===== src/rtl/adder_tree_feeder.sv =====
// Serial-to-8-lane feeder for the pipelined adder tree, with flush and sum-valid tracking.
// Optional macro ADDER_FEEDER_HEADROOM_EN clamps samples and adds CLIP_CNT.
module adder_tree_feeder #(
  parameter int WIDTH    = 16,
  parameter int TREE_LAT = 3,
  parameter int CNT_W    = 16
) (
  input  logic             CLK,
  input  logic             RST_N,
  input  logic [WIDTH-1:0] IN_DATA,
  input  logic             IN_VALID,
  input  logic             FLUSH,
  output logic [WIDTH-1:0] A,
  output logic [WIDTH-1:0] B,
  output logic [WIDTH-1:0] C,
  output logic [WIDTH-1:0] D,
  output logic [WIDTH-1:0] E,
  output logic [WIDTH-1:0] F,
  output logic [WIDTH-1:0] G,
  output logic [WIDTH-1:0] H,
  output logic             VEC_VALID,
  output logic             SUM_VALID,
  output logic [2:0]       FILL,
`ifdef ADDER_FEEDER_HEADROOM_EN
  output logic [CNT_W-1:0] CLIP_CNT,
`endif
  output logic [CNT_W-1:0] VEC_CNT
);

  logic [WIDTH-1:0]    sample;
  logic [WIDTH-1:0]    stage [7];
  logic [WIDTH-1:0]    lane  [8];
  logic [TREE_LAT-1:0] dly;
  logic                last;
  logic                emit;

`ifdef ADDER_FEEDER_HEADROOM_EN
  // Cap keeps 8 lanes summed below 2^WIDTH.
  localparam logic [WIDTH-1:0] CAP = {3'b000, {(WIDTH-3){1'b1}}};
  logic clip;
  assign clip   = IN_DATA > CAP;
  assign sample = clip ? CAP : IN_DATA;
`else
  assign sample = IN_DATA;
`endif

  assign last = IN_VALID && (FILL == 3'd7);
  assign emit = last || (FLUSH && (IN_VALID || (FILL != 3'd0)));

  // Lanes at or above the effective count stay zero.
  always_comb begin
    for (int i = 0; i < 7; i++) begin
      lane[i] = '0;
      if (3'(i) < FILL)
        lane[i] = stage[i];
      if (IN_VALID && (FILL == 3'(i)))
        lane[i] = sample;
    end
    lane[7] = last ? sample : '0;
  end

  always_ff @(posedge CLK or negedge RST_N) begin
    if (!RST_N) begin
      A         <= '0;
      B         <= '0;
      C         <= '0;
      D         <= '0;
      E         <= '0;
      F         <= '0;
      G         <= '0;
      H         <= '0;
      VEC_VALID <= 1'b0;
      FILL      <= 3'd0;
      VEC_CNT   <= '0;
      for (int i = 0; i < 7; i++)
        stage[i] <= '0;
    end else begin
      VEC_VALID <= emit;
      if (emit) begin
        A       <= lane[0];
        B       <= lane[1];
        C       <= lane[2];
        D       <= lane[3];
        E       <= lane[4];
        F       <= lane[5];
        G       <= lane[6];
        H       <= lane[7];
        VEC_CNT <= VEC_CNT + 1'b1;
        FILL    <= 3'd0;
        for (int i = 0; i < 7; i++)
          stage[i] <= '0;
      end else if (IN_VALID) begin
        for (int i = 0; i < 7; i++)
          if (FILL == 3'(i))
            stage[i] <= sample;
        FILL <= FILL + 3'd1;
      end
    end
  end

  always_ff @(posedge CLK or negedge RST_N) begin
    if (!RST_N) begin
      dly <= '0;
    end else begin
      dly[0] <= VEC_VALID;
      for (int i = 1; i < TREE_LAT; i++)
        dly[i] <= dly[i-1];
    end
  end

  assign SUM_VALID = dly[TREE_LAT-1];

`ifdef ADDER_FEEDER_HEADROOM_EN
  always_ff @(posedge CLK or negedge RST_N) begin
    if (!RST_N)
      CLIP_CNT <= '0;
    else if (IN_VALID && clip)
      CLIP_CNT <= CLIP_CNT + 1'b1;
  end
`endif

endmodule

===== config.mk =====
export PLATFORM = sky130hd
export DESIGN_NAME = adder_tree_feeder
export DESIGN_NICKNAME = d
export VERILOG_FILES = /design/src/rtl/adder_tree_feeder.sv
export SDC_FILE = /design/constraint.sdc
export NUM_CORES = 1
export LEC_CHECK = 0
export CAP_MARGIN = 5
export CORE_MARGIN = 2
export CORE_UTILIZATION = 55
export CTS_CLUSTER_SIZE = 24
export DETAILED_ROUTE_END_ITERATION = 7
export PLACE_DENSITY = 0.83
export SLEW_MARGIN = 10
export SYNTH_ARGS = -nofsm -noshare
export SYNTH_HDL_FRONTEND = slang
export SYNTH_SLANG_ARGS = --single-unit

===== constraint.sdc =====
create_clock -name CLK -period 3.5 [get_ports CLK]
set_input_delay 0.525 -clock CLK [delete_from_list [all_inputs] [get_ports CLK]]
set_output_delay 0.525 -clock CLK [all_outputs]
set_load 0.01 [all_outputs]

==> results.md, run 1 <==
* Fin cells at 1529
* Placer congestion estimate at 0.8099
* DRT antenna net count at 0
* Worst Hold Margin at -0.02224 ns
* Tot GR Track Use at 28.22%
* Postcts setup bufs at 0
* Seq. cell area at around 6600 um^2
* Sequential share of the synthesized area at 61.59%
* HP Class: input port to asynchronous set/reset pin
* Logic pwr share at 30.7%
* PD cells at 782.4 nW/um^2
* Worst r2r dst: E[0]
* Clk pwr share at 27.5%
* I/O pins at between 150 and 200
* Share of post-route cells with drive strength above 1 at 5.831%
* Internal cell power at 0.007099 W
* Resized cells post-CTS at 0
* Worst-skew pair later-pin latency at 0.52 ns
* Detailed Route Iter0 Violations at approximately 830
* RSZ-0062 raised after global routing: false
* Total power at 0.01048 W
* Top cells by area, synth: dfrtp_1 62%, nand2_1 12%, a31oi_1 6.6%, a21oi_1 5.3%, nor2_1 4.2%
* Worst setup endpoint: E[0]
* Clock period minus worst slack at 2.563 ns
* Slew Viols, Final at 0
* Detail-routed net length per standard cell at 18.81 um
* DIE WIDTH at 143.4 um
* Initial antenna violation count at 0
* Sequential share of power at 41.7%
* Grt ovf at 0
* Max H-tree Level at 1
* Via count at 8799
* Die H at 143.4 um
* CTS tree: built
* Setup_tns at 0 ns
* Max clock buf depth at 3
* Global-route wire length before repair at about 45000 um
* Sw frac at 32.26%
* Post-synth top area share at 61.59%
* Worst EP required at around 3.9 ns
* Post-synth ARST share at 100.0%
* Multi-input logic area at 3643 um^2
* Area grow syn2layout at 25.32%
* R2R cell count at 8
* Final Util at between 70 and 80%
* Cell Area, Synth at 10690 um^2
* Critical path type: register to register
* Filler Cells Inserted at about 1400
* DP HPWL at 17920 um
* Core area at 18890 um^2
* Mapped Cells at 1129
* Hold Vio Cnt, Final at 7
* Slew @ Worst Pin at ~0.8 ns
* Vias in the first global route at around 8400
* Initial Util at 56.56%
* Synth unique cells at 33
* Vias per Instance at 5.755
* CTS buffer count at 27
* Synth top cells by count: 347 x nand2_1, 263 x dfrtp_1, 119 x nor2_1
* Status: finished, violations left
* Full die area at 20560 um^2
* Max VDD drop at a little under 0.5 mV
* Crit Path Max Fanout at 103
* WP data arrival at ~3 ns
* Drt first pass iters at 5
* Synthesized area per cell at 9.465 um^2
* Nature of the critical path startpoint: register
* Syn nets at 1154
* Final nets at 1277
* Leakage at 5.642 nW
* Crit. End Element: register
* Yosys top cell by area: dfrtp_1
* Reg clk slew, reported paths at 0.06 ns
* EDFF count, synth at 0
* R2R Setup Slk at 0.94 ns
* Synth Register Bits at approximately 260
* Peak Freq at between 0.3 and 0.4 GHz
* Setup Skew at 0.009962 ns
* Post-synth top flop: dfrtp_1
* CP startpoint: FILL[1]
* Inst Count DP at 1483
* Failing checks: negative hold slack
* Slew HR at 45.80%
* CTS Hold Bufs at 0
* Clk sinks at 263
* DRT Wirelength at roughly 29000 um
* R2R Path Start: FILL[1]
* Pin count of the biggest net entering global routing at 104
* Switch Pwr at 0.003380 W
* Max-Cap Viols at 0
* # rows at 50
* Root Driver: clkbuf_16
* PortBufs at 168
* N_diodes at 0
* Synth warnings at 0
* Final setup vio count at 0
* Period utilisation layout at approximately three quarters
* DRC at 0
* Most frequent cell after synthesis: nand2_1
## power groups by stage
stage          clock network (W)  logic [W]  registers (W)
6_report                 0.00288    0.00322        0.00437
5_1_grt                  0.00306    0.00351        0.00445
4_1_cts                  0.00292    0.00324        0.00436
3_5_place_dp                   0    0.00322        0.00439
3_3_place_gp                   0    0.00313        0.00438
2_1_floorplan                  0    0.00134        0.00452
## worst min path at each step
stage	start	to	slack (ns)
floorplan	RST_N	A[0]	0.23
global placement	dly[0]	dly[1]	0.33
detailed placement	dly[1]	dly[2]	0.34
CTS	RST_N	stage[104]	0.06
global route	RST_N	A[8]	0.09
finish	RST_N	stage[104]	-0.02
## per-layer routing
metal / share of wire, % / up-vias / GRT usage (%) / wire length (um)
met1: 40 / 4327 / 39.28 / 11630
met5: 0 / - / 0 / 0
met4: 4.4 / 0 / 12.64 / 1269
met2: 48 / 364 / 44.26 / 13820
met3: 7.1 / 81 / 4.432 / 2043
li1: - / 4027 / - / -
## kinds of logic (layout without fill, tap and decap cells)
logic type | Yosys count | in the layout | share of synthesized area, %
AOI/OAI and AO/OA | 244 | 244 | 13.37
xor gates and xnor gates | 16 | 16 | 1.311
adders and majority gates | 5 | 5 | 0.5854
buffers and inverters | 97 | 237 | 4.320
DFF | 263 | 263 | 61.59
muxes | 1 | 1 | 0.09367
and+or+nand+nor | 503 | 503 | 18.73
## worst max-delay path, stage by stage, from the launching register on
cell	delay [ns]
dfrtp_1	0.54
inv_1	0.16
ha_1	0.26
nor3b_2	0.19
or2_1	0.30
inv_8	0.45
buf_12	0.27
nor2_1	0.07
a31oi_1	0.17
## layout by cell type, fill, tap and decap left out, types with 2 or more instances in the layout
master,instances
bufinv_16,3
clkbuf_1,4
a31oi_1,112
and4_1,3
xnor2_1,11
dfrtp_1,263
ha_1,5
nor2_1,119
clkdlybuf4s50_1,167
nand3_1,6
xor2_1,5
a21oi_1,114
inv_1,2
buf_4,12
and2_1,3
nor3_1,2
nand2_1,347
or2_2,5
buf_12,8
nand4_1,5
a22o_1,16
nor3b_2,2
clkbuf_8,5
and3_1,5
clkbuf_16,27
clkinv_2,6
## per-stage QoR
step	worst slack, ns	area, um^2
6_report	0.9369	13390
5_1_grt	0.7552	13390
4_1_cts	0.9706	13390
3_5_place_dp	0.7643	12510
3_3_place_gp	0.8565	12510
2_1_floorplan	1.547	10690
## state kept, by name (all words and copies together), names as in the netlist
register and flops:
B 16, H 16, stage 112, VEC_VALID 1, D 16, F 16, C 16, dly 3
VEC_CNT 16, FILL 3, A 16, G 16, E 16
## final cells by class
class	count	area share [%]
clock buffer	36	5.671
clock inverter	10	0.9529
inverter	3	0.1401
multi-input combinational	769	27.20
sequential	263	49.14
tap	260	2.429
timing repair buffer	188	14.46
Power figures use the tool's default switching activity.
==> inputs of run 2 (changes only) <==
--- a/config.mk
+++ b/config.mk
@@ -7,10 +7,10 @@
 export LEC_CHECK = 0
 export CAP_MARGIN = 5
 export CORE_MARGIN = 2
-export CORE_UTILIZATION = 55
+export CORE_UTILIZATION = 54
 export CTS_CLUSTER_SIZE = 24
 export DETAILED_ROUTE_END_ITERATION = 7
-export PLACE_DENSITY = 0.83
+export PLACE_DENSITY = 0.81
 export SLEW_MARGIN = 10
 export SYNTH_ARGS = -nofsm -noshare
 export SYNTH_HDL_FRONTEND = slang
==> constraint.sdc (replaced) <==
create_clock -name CLK -period 2.4 [get_ports CLK]
set_input_delay 0.36 -clock CLK [delete_from_list [all_inputs] [get_ports CLK]]
set_output_delay 0.36 -clock CLK [all_outputs]
set_load 0.01 [all_outputs]
==> run 2 against run 1 <==
Effect of this change:
- the flow now finishes without violations
- clock skew is 0.00076 ns higher
- routed wire length is 1.7% lower
- critical path depth stayed put
- combinational power is 47% higher
- die area is 1.8% higher
- fmax is 15% higher
- critical path type unchanged
==> results.md, run 2 (synthesized netlist as in run 1, its figures left out) <==
* DP HPWL at 17700 um
* I/O pins at about 170
* Share of post-route cells with drive strength above 1 at 6.568%
* Period utilisation layout at 92.51%
* Grt ovf at 0
* Commonest non-fill, non-tap cells in the layout: 347 x nand2_1, 263 x dfrtp_1, 167 x clkdlybuf4s50_1, 119 x nor2_1, 114 x a21oi_1
* CTS tree: built
* Max VDD drop at 0.8953 mV
* Worst-skew pair later-pin latency at 0.53 ns
* CTS buffer count at 26
* Max stage delay cell, worst path: dfrtp_1
* Largest register FFs at 112
* Max clock buf depth at 3
* Nature of the critical path startpoint: register
* Peak Freq at 0.4504 GHz
* Slew @ Worst Pin at 0.7932 ns
* Initial Util at 54.91%
* Final nets at 1288
* Die H at roughly 140 um
* Resized cells post-CTS at 0
* Detail-routed net length per standard cell at 18.29 um
* DRT Wirelength at 28260 um
* RSZ-0062 raised after global routing: false
* Vias per Instance at 5.670
* PD cells at 1138 nW/um^2
* Placed Instance Area at 12590 um^2
* Pin count of the biggest net entering global routing at 74
* Clk sinks at between 200 and 300
* Final setup margin at roughly 0.18 ns
* Top reg by flops: stage
* Filler Cells Inserted at 1434
* Global-route wire length before repair at 44540 um
* Placer congestion estimate at 0.8692
* Crit. End Element: register
* Seq. cell area at between 6000 and 7000 um^2
* Setup_tns at 0 ns
* Clock period minus worst slack at roughly 2.2 ns
* Inst Count DP at 1499
* Max-Cap Viols at 0
* Reg clk slew, reported paths at approximately 0.070 ns
* WP data arrival at 2.65 ns
* Final Util at 69.44%
* Multi-input logic area at 3643 um^2
* Area grow syn2layout at 26.47%
* Final instance area at 13520 um^2
* Detailed Route Iter0 Violations at between 700 and 800
* # rows at 51
* CP delay by family, top: buffers and inverters
* Status: finished, final reports clean
* DIE WIDTH at 144.7 um
* Tot GR Track Use at 27.65%
* Drt first pass iters at 6
* Slew HR at 46.95%
* Max H-tree Level at 1
* Via count at 8760
* Core area at between 15000 and 20000 um^2
* Dpl ws at approximately 0.18 ns
* Crit Path Max Fanout at 58
* Full die area at 20930 um^2
* Final setup vio count at 0
* Vias in the first global route at 8391
* Critical path's largest stage delay at 0.44 ns
* Crit path buf inv count at 3
* Root Driver: clkbuf_16
* Critical path type: register to register
* Fin cells at 1545
* Hold Vio Cnt, Final at 0
* Initial antenna violation count at 0
* Setup Skew at 0.01072 ns
* CP Cell Sequence: inv_1, ha_1, nor3b_2, or2_1, inv_8, buf_12, nor2_1, a31oi_1
* PortBufs at 168
* Worst EP required at 2.83 ns
* Most common cell after layout, fill and taps aside: nand2_1
* Leakage at roughly 5.7 nW
* HP Class: register to register
* R2R Setup Slk at 0.18 ns
* DRT antenna net count at 0
* DRC at 0
* Slew Viols, Final at 0
==> run 2: worst paths after layout <==
kind / depth (start not counted) / start / endpoint
max: 8 / FILL[1] / B[13]
min: 0 / dly[1] / dly[2]
max reg2reg: 8 / FILL[1] / B[13]
min reg2reg: 0 / dly[1] / dly[2]
max in group asynchronous: 3 / RST_N / C[9]
min in group asynchronous: 2 / RST_N / A[8]
==> run 2: cell type report <==
type / count / share of cell area [%]
Sequential cell: 263 / 48.69
Inverter: 3 / 0.1389
Antenna cell: 1 / 0.01852
Clock buffer: 33 / 5.388
Tap cell: 265 / 2.453
Multi-Input combinational cell: 769 / 26.96
Clock inverter: 11 / 1.333
Timing Repair Buffer: 200 / 15.02
==> run 2: power by group <==
part           internal [W]  switching, W  total (W)
combinational       0.00231       0.00242    0.00473
clock               0.00266       0.00166    0.00433
sequential          0.00554      0.000793    0.00633
total                0.0105       0.00488     0.0154
==> run 2: repair_timing <==
action                                 in CTS  in global routing
endpoints found under the hold margin      69                  0
setup buffers                               0                  0
hold buffers                                1                  0
==> run 2: layer usage <==
metal,up-vias,track usage (%),part of all wire (%)
li1,4038,-,-
met1,4303,38.38,41
met2,339,44.05,48
met3,80,4.344,6.6
met4,0,11.45,4.5
met5,-,0,0
==> run 2: metrics by stage <==
stage	total power, W	hold slack [ns]
2_1_floorplan	0.008546	0.06441
3_3_place_gp	0.01097	0.3313
3_5_place_dp	0.01110	0.3419
4_1_cts	0.01546	0.3492
5_1_grt	0.01619	0.3626
6_report	0.01539	0.3497
==> inputs of run 3 (changes only) <==
--- a/config.mk
+++ b/config.mk
@@ -7,10 +7,11 @@
 export LEC_CHECK = 0
 export CAP_MARGIN = 5
 export CORE_MARGIN = 2
-export CORE_UTILIZATION = 54
+export CORE_UTILIZATION = 55
+export CTS_BUF_LIST = sky130_fd_sc_hd__clkbuf_8
 export CTS_CLUSTER_SIZE = 24
 export DETAILED_ROUTE_END_ITERATION = 7
-export PLACE_DENSITY = 0.81
+export PLACE_DENSITY = 0.83
 export SLEW_MARGIN = 10
 export SYNTH_ARGS = -nofsm -noshare
 export SYNTH_HDL_FRONTEND = slang
==> run 3 against run 2 <==
Effect of this change:
- setup slack got worse by 0.016 ns
- sequential share of layout area up 0.15 points
- via count up 1.7%
- sequential power hardly changed
- cell count is 2.0% higher
- count of clock-buffer cells in the layout rose by 23
- combinational power rose by 1%
- sequential cell count unchanged
- cell area fell by 0.31%
==> results.md, run 3 (synthesized netlist as in run 1, its figures left out) <==
* Status: finished, final reports clean
* PD cells at between 1000 and 1500 nW/um^2
* Tot GR Track Use at 28.61%
* CTS tree: built
* Period utilisation layout at 93.15%
* RSZ-0062 raised after global routing: false
* Max-Cap Viols at 0
* R2R Setup Slk at 0.16 ns
* Area grow syn2layout at 26.09%
* Worst EP required at 2.85 ns
* CP startpoint: FILL[1]
* # rows at 50
* Leakage at 5.778 nW
* Largest register FFs at about 110
* Internal cell power at approximately 0.0099 W
* Max H-tree Level at 2
* Vias in the first global route at 8480
* Initial antenna violation count at 0
* Pin count of the biggest net entering global routing at 88
* Switch Pwr at 0.004996 W
* Final nets at 1308
* Core area at roughly 19000 um^2
* PortBufs at ~170
* DP HPWL at 18350 um
* Worst setup endpoint: F[10]
* Worst r2r dst: F[10]
* Setup Skew at 0.02832 ns
* Share of post-route cells with drive strength above 1 at a little over 8%
* Worst-skew pair later-pin latency at 0.55 ns
* DRC at 0
* Clk sinks at 263
* I/O pins at 169
* Final setup vio count at 0
* Slew HR at 46.70%
* Crit. End Element: register
* Die H at between 100 and 150 um
* Max clock buf depth at 3
* DRT Wirelength at a little under 30000 um
* Clk pwr share at 25.6%
* Postcts setup bufs at 0
* Slew @ Worst Pin at 0.7970 ns
* Drt first pass iters at 7
* R2R Path Start: FILL[1]
* Nature of the critical path startpoint: register
* Slew Viols, Final at 0
* R2R cell count at 8
* Most common cell after layout, fill and taps aside: nand2_1
* Logic pwr share at 32.0%
* Filler Cells Inserted at 1402
* Commonest non-fill, non-tap cells in the layout: 347 x nand2_1, 263 x dfrtp_1, 167 x clkdlybuf4s50_1, 119 x nor2_1, 114 x a21oi_1
* Reg clk slew, reported paths at around 0.070 ns
* Detail-routed net length per standard cell at roughly 18 um
* Via count at slightly below 9000
* CTS buffer count at 42
* Final Util at 71.32%
* Clock period minus worst slack at 2.236 ns
* Peak Freq at 0.4473 GHz
* CTS Hold Bufs at 1
* Global-route wire length before repair at 45310 um
* Top reg by flops: stage
* Detailed Route Iter0 Violations at 925
* Root Driver: clkbuf_8
* Vias per Instance at roughly 5.7
* Crit Path Max Fanout at 43
* DRT antenna net count at 0
* Placer congestion estimate at 0.8270
* Hold Vio Cnt, Final at 0
* Critical path type: register to register
* Sequential share of power at around 42%
* Sw frac at 33.46%
* DIE WIDTH at roughly 140 um
* Setup_tns at 0 ns
* HP Class: register to register
* Grt ovf at 0
* WP data arrival at ~2.7 ns
* Max VDD drop at 0.6484 mV
* Full die area at just over 20000 um^2
* Resized cells post-CTS at 0
* Initial Util at 56.56%
## run 3: cell types whose count changed in the layout (fill, tap and decap cells not counted)
| cell | before | now |
|---|---|---|
| clkbuf_1 | 3 | 0 |
| bufinv_16 | 5 | 0 |
| inv_1 | 2 | 19 |
| clkinv_4 | 0 | 1 |
| buf_12 | 8 | 7 |
| clkbuf_16 | 27 | 0 |
| clkbuf_8 | 3 | 56 |
| buf_4 | 23 | 28 |
| clkinv_2 | 6 | 1 |
| clkinvlp_4 | 0 | 1 |
## run 3: metrics by stage
stage	power (W)	setup slack, ns	hold WS [ns]	std cells	cell area [um^2]
4_1_cts	0.01498	0.1557	0.3574	1575	13470
3_5_place_dp	0.01114	0.1219	0.3411	1498	12610
2_1_floorplan	0.008546	0.4471	0.06441	1129	10690
3_3_place_gp	0.01098	0.2306	0.3331	1498	12610
6_report	0.01493	0.1643	0.3484	1576	13470
5_1_grt	0.01568	0.02194	0.3609	1575	13470
## run 3: worst min-delay path by stage
stage	start	to	slack, ns	cells after the start
after floorplan	RST_N	A[0]	0.06	0
after global placement	dly[0]	dly[1]	0.33	0
after detailed placement	dly[0]	dly[1]	0.34	0
after CTS	dly[1]	dly[2]	0.36	0
after global routing	dly[1]	dly[2]	0.36	0
final	dly[1]	dly[2]	0.35	0
## run 3: critical path, cell delays in order (launching register included)
cell and delay, ns:
dfrtp_1 0.42, inv_1 0.12, ha_1 0.27, nor3b_2 0.19
or2_1 0.30, inv_8 0.27, buf_4 0.31, nor2_1 0.08
a31oi_1 0.16
## run 3: final cells by class
type,count,area (um^2),share of cell area [%]
clock buffer,56,770.7,5.720
timing repair buffer,204,2047,15.19
clock inverter,20,85.08,0.6314
tap,260,325.3,2.414
antenna,1,2.502,0.01857
inverter,3,18.77,0.1393
multi-input combinational,769,3643,27.04
sequential,263,6581,48.84
## run 3: power groups by stage
stage	logic (W)	registers, W	clock network (W)
2_1_floorplan	0.00195	0.00659	0
3_3_place_gp	0.00463	0.00635	0
3_5_place_dp	0.00477	0.00637	0
4_1_cts	0.00480	0.00632	0.00386
5_1_grt	0.00518	0.00644	0.00406
6_report	0.00478	0.00633	0.00382
## run 3: per-layer routing
metal | wire length [um] | vias to the layer above | track usage [%]
met3 | 2212 | 84 | 4.432
li1 | - | 4092 | -
met2 | 14110 | 383 | 45.21
met4 | 1311 | 0 | 15.02
met5 | 0 | - | 0
met1 | 11470 | 4354 | 38.59
